`src/rtl/uart_pkg.sv`:
```
// Shared encodings for the UART frame path: FSM states, error codes, default header.
package uart_pkg;

  localparam int unsigned BYTE_W = 8;
  localparam logic [BYTE_W-1:0] DEFAULT_HEADER = 8'hA5;

  typedef enum logic [1:0] {
    S_IDLE    = 2'd0,
    S_LEN     = 2'd1,
    S_PAYLOAD = 2'd2,
    S_CHECK   = 2'd3
  } state_t;

  typedef enum logic [1:0] {
    ERR_NONE    = 2'd0,
    ERR_LEN     = 2'd1,
    ERR_CSUM    = 2'd2,
    ERR_TIMEOUT = 2'd3
  } err_code_t;

endpackage

```
`src/rtl/uart_byte_edge.sv`:
```
// Turns the receiver's byte-valid level into a single-cycle accept strobe.
module uart_byte_edge
  import uart_pkg::*;
(
  input  logic              clk,
  input  logic              rst,
  input  logic [BYTE_W-1:0] i_rx_data,
  input  logic              i_rx_valid,
  output logic              o_byte_stb_c,
  output logic [BYTE_W-1:0] o_byte_c
);

  logic r_rv_q;

  // Resets high so a level already asserted at reset release is not taken as a new byte.
  always_ff @(posedge clk) begin
    if (!rst) r_rv_q <= 1'b1;
    else      r_rv_q <= i_rx_valid;
  end

  assign o_byte_stb_c = i_rx_valid & ~r_rv_q;
  // Receiver holds the byte stable while valid is high, so it is valid on the strobe edge.
  assign o_byte_c     = i_rx_data;

endmodule

```
`src/rtl/uart_frame_parser.sv`:
```
// Assembles HEADER/LEN/PAYLOAD/CHECKSUM frames from received bytes and publishes
// each validated payload as one parallel word with a single-cycle strobe.
module uart_frame_parser
  import uart_pkg::*;
#(
  parameter logic [7:0]  HEADER         = DEFAULT_HEADER,
  parameter int unsigned MAX_LEN        = 4,
  parameter int unsigned TIMEOUT_CYCLES = 1_000_000
) (
  input  logic                         clk,
  input  logic                         rst,
  input  logic [7:0]                   rx_data,
  input  logic                         rx_valid,
  output logic [8*MAX_LEN-1:0]         frame_data,
  output logic [$clog2(MAX_LEN+1)-1:0] frame_len,
  output logic                         frame_valid,
  output logic                         frame_err,
  output logic [1:0]                   err_code
);

  localparam int unsigned DATA_W = 8 * MAX_LEN;
  localparam int unsigned LEN_W  = $clog2(MAX_LEN + 1);
  localparam int unsigned TMO_W  = $clog2(TIMEOUT_CYCLES + 1);

  logic              w_stb;
  logic [BYTE_W-1:0] w_byte;

  uart_byte_edge u_byte_edge (
    .clk          (clk),
    .rst          (rst),
    .i_rx_data    (rx_data),
    .i_rx_valid   (rx_valid),
    .o_byte_stb_c (w_stb),
    .o_byte_c     (w_byte)
  );

  state_t            r_state;
  state_t            w_state_nxt;
  logic [LEN_W-1:0]  r_len;
  logic [LEN_W-1:0]  r_idx;
  logic [7:0]        r_sum;
  logic [DATA_W-1:0] r_shadow;
  logic [TMO_W-1:0]  r_tmo;
  err_code_t         r_code;

  logic [LEN_W-1:0]  w_len_nxt;
  logic [LEN_W-1:0]  w_idx_nxt;
  logic [7:0]        w_sum_nxt;
  logic [DATA_W-1:0] w_shadow_nxt;
  logic [TMO_W-1:0]  w_tmo_nxt;
  err_code_t         w_code_nxt;
  logic [DATA_W-1:0] w_fdata_nxt;
  logic [LEN_W-1:0]  w_flen_nxt;
  logic              w_fv_nxt;
  logic              w_fe_nxt;

  logic w_len_ok;
  logic w_last;
  logic w_tmo_fire;

  assign w_len_ok   = (w_byte != 8'd0) && (w_byte <= 8'(MAX_LEN));
  assign w_last     = (LEN_W'(r_idx + LEN_W'(1)) == r_len);
  // An accepted byte on the expiry cycle takes priority over the timeout.
  assign w_tmo_fire = (r_state != S_IDLE) && !w_stb &&
                      (r_tmo == TMO_W'(TIMEOUT_CYCLES - 1));

  always_ff @(posedge clk) begin
    if (!rst) r_state <= S_IDLE;
    else      r_state <= w_state_nxt;
  end

  always_comb begin
    w_state_nxt = r_state;
    unique case (r_state)
      S_IDLE:    if (w_stb && (w_byte == HEADER)) w_state_nxt = S_LEN;
      S_LEN:     if (w_stb) w_state_nxt = w_len_ok ? S_PAYLOAD : S_IDLE;
      S_PAYLOAD: if (w_stb && w_last) w_state_nxt = S_CHECK;
      S_CHECK:   if (w_stb) w_state_nxt = S_IDLE;
    endcase
    if (w_tmo_fire) w_state_nxt = S_IDLE;
  end

  always_comb begin
    w_len_nxt    = r_len;
    w_idx_nxt    = r_idx;
    w_sum_nxt    = r_sum;
    w_shadow_nxt = r_shadow;
    w_code_nxt   = r_code;
    w_fdata_nxt  = frame_data;
    w_flen_nxt   = frame_len;
    w_fv_nxt     = 1'b0;
    w_fe_nxt     = 1'b0;

    if ((r_state == S_IDLE) || w_stb || w_tmo_fire) w_tmo_nxt = '0;
    else                                            w_tmo_nxt = r_tmo + TMO_W'(1);

    if (w_stb) begin
      unique case (r_state)
        S_IDLE: ;
        S_LEN: begin
          if (w_len_ok) begin
            w_len_nxt    = LEN_W'(w_byte);
            w_sum_nxt    = w_byte;
            w_idx_nxt    = '0;
            w_shadow_nxt = '0;
          end else begin
            w_fe_nxt   = 1'b1;
            w_code_nxt = ERR_LEN;
          end
        end
        S_PAYLOAD: begin
          for (int i = 0; i < int'(MAX_LEN); i++) begin
            if (r_idx == LEN_W'(i)) w_shadow_nxt[8*i +: 8] = w_byte;
          end
          w_sum_nxt = r_sum + w_byte;
          w_idx_nxt = r_idx + LEN_W'(1);
        end
        S_CHECK: begin
          if (w_byte == r_sum) begin
            w_fv_nxt    = 1'b1;
            w_fdata_nxt = r_shadow;
            w_flen_nxt  = r_len;
          end else begin
            w_fe_nxt   = 1'b1;
            w_code_nxt = ERR_CSUM;
          end
        end
      endcase
    end

    if (w_tmo_fire) begin
      w_fe_nxt   = 1'b1;
      w_code_nxt = ERR_TIMEOUT;
    end
  end

  // Reset mid-frame simply clears everything; no error pulse is generated.
  always_ff @(posedge clk) begin
    if (!rst) begin
      r_len       <= '0;
      r_idx       <= '0;
      r_sum       <= '0;
      r_shadow    <= '0;
      r_tmo       <= '0;
      r_code      <= ERR_NONE;
      frame_data  <= '0;
      frame_len   <= '0;
      frame_valid <= 1'b0;
      frame_err   <= 1'b0;
    end else begin
      r_len       <= w_len_nxt;
      r_idx       <= w_idx_nxt;
      r_sum       <= w_sum_nxt;
      r_shadow    <= w_shadow_nxt;
      r_tmo       <= w_tmo_nxt;
      r_code      <= w_code_nxt;
      frame_data  <= w_fdata_nxt;
      frame_len   <= w_flen_nxt;
      frame_valid <= w_fv_nxt;
      frame_err   <= w_fe_nxt;
    end
  end

  assign err_code = r_code;

endmodule

```
`config.mk`:
```
export PLATFORM = sky130hd
export DESIGN_NAME = uart_frame_parser
export DESIGN_NICKNAME = d
export VERILOG_FILES = /design/src/rtl/uart_pkg.sv /design/src/rtl/uart_byte_edge.sv /design/src/rtl/uart_frame_parser.sv
export SDC_FILE = /design/constraint.sdc
export NUM_CORES = 1
export LEC_CHECK = 0
export CAP_MARGIN = 25
export CORE_MARGIN = 8
export CORE_UTILIZATION = 37
export DETAILED_ROUTE_END_ITERATION = 7
export PLACE_DENSITY = 0.62
export SETUP_SLACK_MARGIN = 0.5
export SLEW_MARGIN = 0
export SYNTH_ARGS = -nofsm -noshare
export SYNTH_HDL_FRONTEND = slang
export SYNTH_SLANG_ARGS = --single-unit
```
`constraint.sdc`:
```
create_clock -name clk -period 3 [get_ports clk]
set_input_delay 0.3 -clock clk [delete_from_list [all_inputs] [get_ports clk]]
set_output_delay 0.3 -clock clk [all_outputs]
set_load 0.05 [all_outputs]
```
After elaboration in Yosys (flattened, before gate mapping)

Index checks and enable logic that the tools add are counted.

Output and inout port bits: 39
Logic and storage cells: 97
Input bits: 11
Register bits after elaboration: 108

Order comparisons: 1
Multiplexer cells: 27
Add/subtract/negate cells: 3
Equality and inequality tests: 21
Bitwise gates (word level): 3
Reduce and logical (&&, ||, !) cells: 27

Operator list:

| cell                                                                             | count |
|---|---|
| 32-bit one-hot mux with 2 select lines                                           | 1 |
| 8-bit 2-to-1 mux                                                                 | 5 |
| 32-bit 2-to-1 mux                                                                | 1 |
| 4-bit AND reduction                                                              | 6 |
| 20-bit by 1-bit adder with 20-bit output, second input constant                  | 1 |
| 20-bit equality test, second input constant                                      | 1 |
| 2-bit 2-to-1 mux                                                                 | 9 |
| 2-bit inequality test, second input constant                                     | 9 |
| 8-bit one-hot mux with 2 select lines                                            | 1 |
| 3-bit AND reduction                                                              | 4 |
| 8-bit adder                                                                      | 1 |
| 8-bit equality test                                                              | 1 |
| 8-bit equality test, second input constant                                       | 1 |
| 8-bit by 3-bit less-or-equal comparator with 1-bit output, second input constant | 1 |
| 2-bit one-hot mux with 4 select lines                                            | 1 |
| 8-bit nonzero test                                                               | 1 |
| 3-bit by 2-bit equality test with 1-bit output, second input constant            | 2 |
| 3-bit inequality test, second input constant                                     | 2 |
| 3-bit one-hot mux with 2 select lines                                            | 1 |
| 2-bit nonzero test                                                               | 3 |
| 1-bit logical AND                                                                | 5 |
| 1-bit 2-to-1 mux                                                                 | 5 |
| 2-bit equality test, second input constant                                       | 2 |
| 2-bit one-hot mux with 2 select lines                                            | 1 |
| other kinds (14)                                                                 | 17 |

Longest topological paths before layout

Depth after elaboration: 7
Mapped depth: 8
Gate-level depth less buffers: 8

Modules after synthesis

Synthesis repeated with hierarchy kept, for this count alone.

Cell total of the unflattened synthesis: 538
Area total of the unflattened synthesis: 4,710.8 µm²

Modules (own cells, without submodules):

| module            | area an instance (µm²) | cells an instance | seq. area each (µm²) | instances |
|---|---|---|---|---|
| uart_frame_parser | 4,610.7                | 527               | 2,142.1              | 1 |
| uart_byte_edge    | 100.1                  | 11                | 20.0                 | 1 |

Worst setup path after synthesis

No wires, ideal clock.

Kind: input-to-reg
Start: in rx_data[4]
End: reg frame_data[1]
Data required time: 2,865 ps
Path slack: 792 ps
Arrival time: 2,073 ps
Path buffers: 2
Cell stages on the path: 7
Setup time: 135 ps
Cell sequence: ha_1 or4b_4 or4_1 buf_2 buf_2 nand2_1 a21oi_1

Longest elaborated chain between the ends: 2

RTL lines:

| item                          | RTL line                 | RTL |
|---|---|---|
| start: declaration            | uart_frame_parser.sv:12  | `input logic [7:0] rx_data,` |
| 8-bit equality test           | uart_frame_parser.sv:119 | `if (w_byte == r_sum) begin` |
| 3-bit AND reduction (no line) | --                       |  |
| end signal: assignment        | uart_frame_parser.sv:157 | `frame_data <= w_fdata_nxt;` |
| end: declaration              | uart_frame_parser.sv:14  | `output logic [8*MAX_LEN-1:0] frame_data,` |

Every way passes these cells.
A chain may end at the register's enable or synchronous reset.

Worst setup path in the final report

Start: in rx_data[4]
End: reg frame_len[0]

Longest elaborated chain between the ends: 2

RTL lines:

| item                          | RTL line                 | RTL |
|---|---|---|
| 8-bit equality test           | uart_frame_parser.sv:119 |  |
| 3-bit AND reduction (no line) | --                       |  |
| end signal: assignment        | uart_frame_parser.sv:158 | `frame_len <= w_flen_nxt;` |
| end: declaration              | uart_frame_parser.sv:15  | `output logic [$clog2(MAX_LEN+1)-1:0] frame_len,` |

Every way passes these cells.

==> metrics <==
Crit Path Max Fanout 35; DRC Markers 0; CP Depth 7; Starting Density 37.64%; setup bufs post-CTS 0; drt first pass iters 4; Non-Filler Instances 766; largest net degree at the start of global routing 53; setup violators final 0; Worst Path Required around 3.2 ns; CP Capture Type register; post-layout util 45.62%; DIE AREA 0.01660 mm2; fin worst setup slack 0.5962 ns; hold buffer count at cts 0; Synth area leader dfxtp_1; Yosys cell types 47; Hold Path Depth 2; H-tree lvl count 3; ratio of cells with drive above 1 in the final layout 7.071%; Final nets approximately 600; chip width ~130 um; Synth area leaders dfxtp_1 (46%), nand2_1 (7.0%), mux2i_1 (6.2%), nor2_1 (6.0%), a21oi_1 (4.7%); cells along the critical path clkdlybuf4s50_1 > ha_1 > or4b_4 > or4_1 > buf_12 > nand2_1 > a21oi_1; grt ovf 0; Routed Antenna Nets 0; Syn. warnings 0; combinational share of power 3.2%; Place WS 0.2442 ns; top-count cell post-synth dfxtp_1; Flop pwr share 53.2%; clock share of power 43.6%; Tcrit/Tclk final 80.13%; Total GRT Usage 13.49%; Final Hold Viols 0; power consumption 2.692 mW; Final HPWL DP between 7000 and 8000 um; switching share of total power a little under a quarter; Post-synth ARST share 0%; Final Slew Violations 0; Slew HR 43.85%; CP Data Arrival Time 2.61 ns; Cell Area, Placed 0.005415 mm2; vias in the first global route ~3700; clk slew on worst S/H paths 0.07 ns; synthesized area per cell 8.678 um2; DR iter-0 viols 266; Crit Path Category input pin to register; slowest stage cell, crit path or4b_4; chip height 128.9 um; reg2reg path depth 6; CTS resizes 0; CTS max path bufs 2; antenna fix cells 0; final hold slack 0.4497 ns; core area 0.01252 mm2; HP Class register to register; dominant synthesized flop cell dfxtp_1; Cell Rows 41; Cell Area, Synth 0.004712 mm2; NetSw 0.6084 mW; min cycle time layout 2.404 ns; Layout Skew between 0.008 and 0.009 ns; max incr delay on CP 0.57 ns; synth cell count leaders dfxtp_1 (108), nand2_1 (88), nor2_1 (75); Mapped Nets about 570; Seq/Total Area, Yosys 45.88%; placed cells 750; Post-synth EDFFs 0; area growth from synthesis to layout 21.19%; # IOs 50; CTS tree built; wire per inst 14.20 um; CTS Sinks 108; status finished clean; fmax between 400 and 500 MHz; global-route wire length before repair 18080 um; Fill cells 1265; CTS buffer count 9; Yosys top cell area share 45.88%; CP Buf/Inv Count 2; count of input and output buffers 49; Synth Register Bits 108; setup TNS 0 ns; worst vdd ir 231.0 uV; initial antenna violation count 0; crit path launch type input pin; leakage power total between 2 and 2.5 nW; routability congestion estimate from global placement 0.8371; Design Area, Final about 0.0057 mm2; drt via density 4.992; delay-heaviest family, CP simple AND/OR/NAND/NOR gates; maxcap violations 0; Slew @ Worst Pin 0.8345 ns; Post-Route WL 10880 um; RSZ-0062 raised after global routing false; cell count after synthesis 543; Clock Latency Late Sink 0.35 ns; root buffer cell clkbuf_16; vias ~3800; Pwr Density 471.4 mW/mm2; internal power around 2.1 mW
## layout make-up
cell class                 count  area [um2]  area share (%)
multi-input combinational    396        2380           41.67
clock inverter                 5       42.54          0.7450
sequential                   108        2162           37.86
inverter                      12       45.04          0.7888
timing repair buffer          62       613.1           10.74
tap                          172       215.2           3.769
clock buffer                  11       252.7           4.426
## worst reg2reg max path: stages (launching register included)
cell	delay [ns]
dfxtp_1	0.32
ha_1	0.36
or4b_4	0.57
or4_1	0.54
buf_12	0.19
nand2_1	0.11
a21oi_1	0.06
## power groups by stage
stage	combinational, mW	clock (mW)	sequential [mW]
after floorplan	0.0429	0	1.47
after global placement	0.0831	0	1.47
after detailed placement	0.0842	0	1.47
after CTS	0.0847	1.20	1.43
after global routing	0.0928	1.26	1.43
final	0.0859	1.17	1.43
## worst paths after layout
| kind | slack (ns) | startpoint | to |
|---|---|---|---|
| worst max register to register | 0.72 | r_sum[4] | frame_len[0] |
| worst min-delay path | 0.45 | frame_data[12] | frame_data[12] |
| worst max-delay path | 0.60 | rx_data[4] | frame_len[0] |
| worst min register to register | 0.45 | frame_data[12] | frame_data[12] |
## per-layer routing
metal	share of wire (%)	track usage (%)	wire, um	vias to the layer above
met1	46	16.07	5010	1794
met5	0	0	0	-
met4	2.1	5.874	233	0
met2	47	22.54	5130	75
met3	4.6	3.434	503	16
li1	-	-	-	1939
## cell families after synthesis
group                    count (synthesis)  synth area share, %
AND/OR/NAND/NOR                        240                23.63
multiplexers                            29                6.160
flip-flops                             108                45.88
XOR/XNOR                                22                4.089
buffers and inverters                   39                3.611
AO/OA/AOI/OAI                           91                12.75
adder cells (fa/ha/maj)                 14                3.877
## cell usage in the layout, fill, tap and decap left out, types with 10 or more instances in the layout
cell type,n
inv_1,11
nand2_1,88
ha_1,13
nor2_1,75
and2_1,12
a22oi_1,10
nand3_1,18
dfxtp_1,108
xor2_1,13
a21oi_1,44
mux2i_1,29
clkdlybuf4s50_1,49
buf_4,11
## state kept, by name, indices dropped and copies added (netlist names), named ones only
name and flops:
frame_err 1, frame_len 3, u_byte_edge.r_rv_q 1, r_tmo 20, frame_valid 1, frame_data 32, r_idx 3, r_len 3
r_sum 8, r_state 1, err_code 2, r_shadow 32
(Power assumes the default switching activity.)
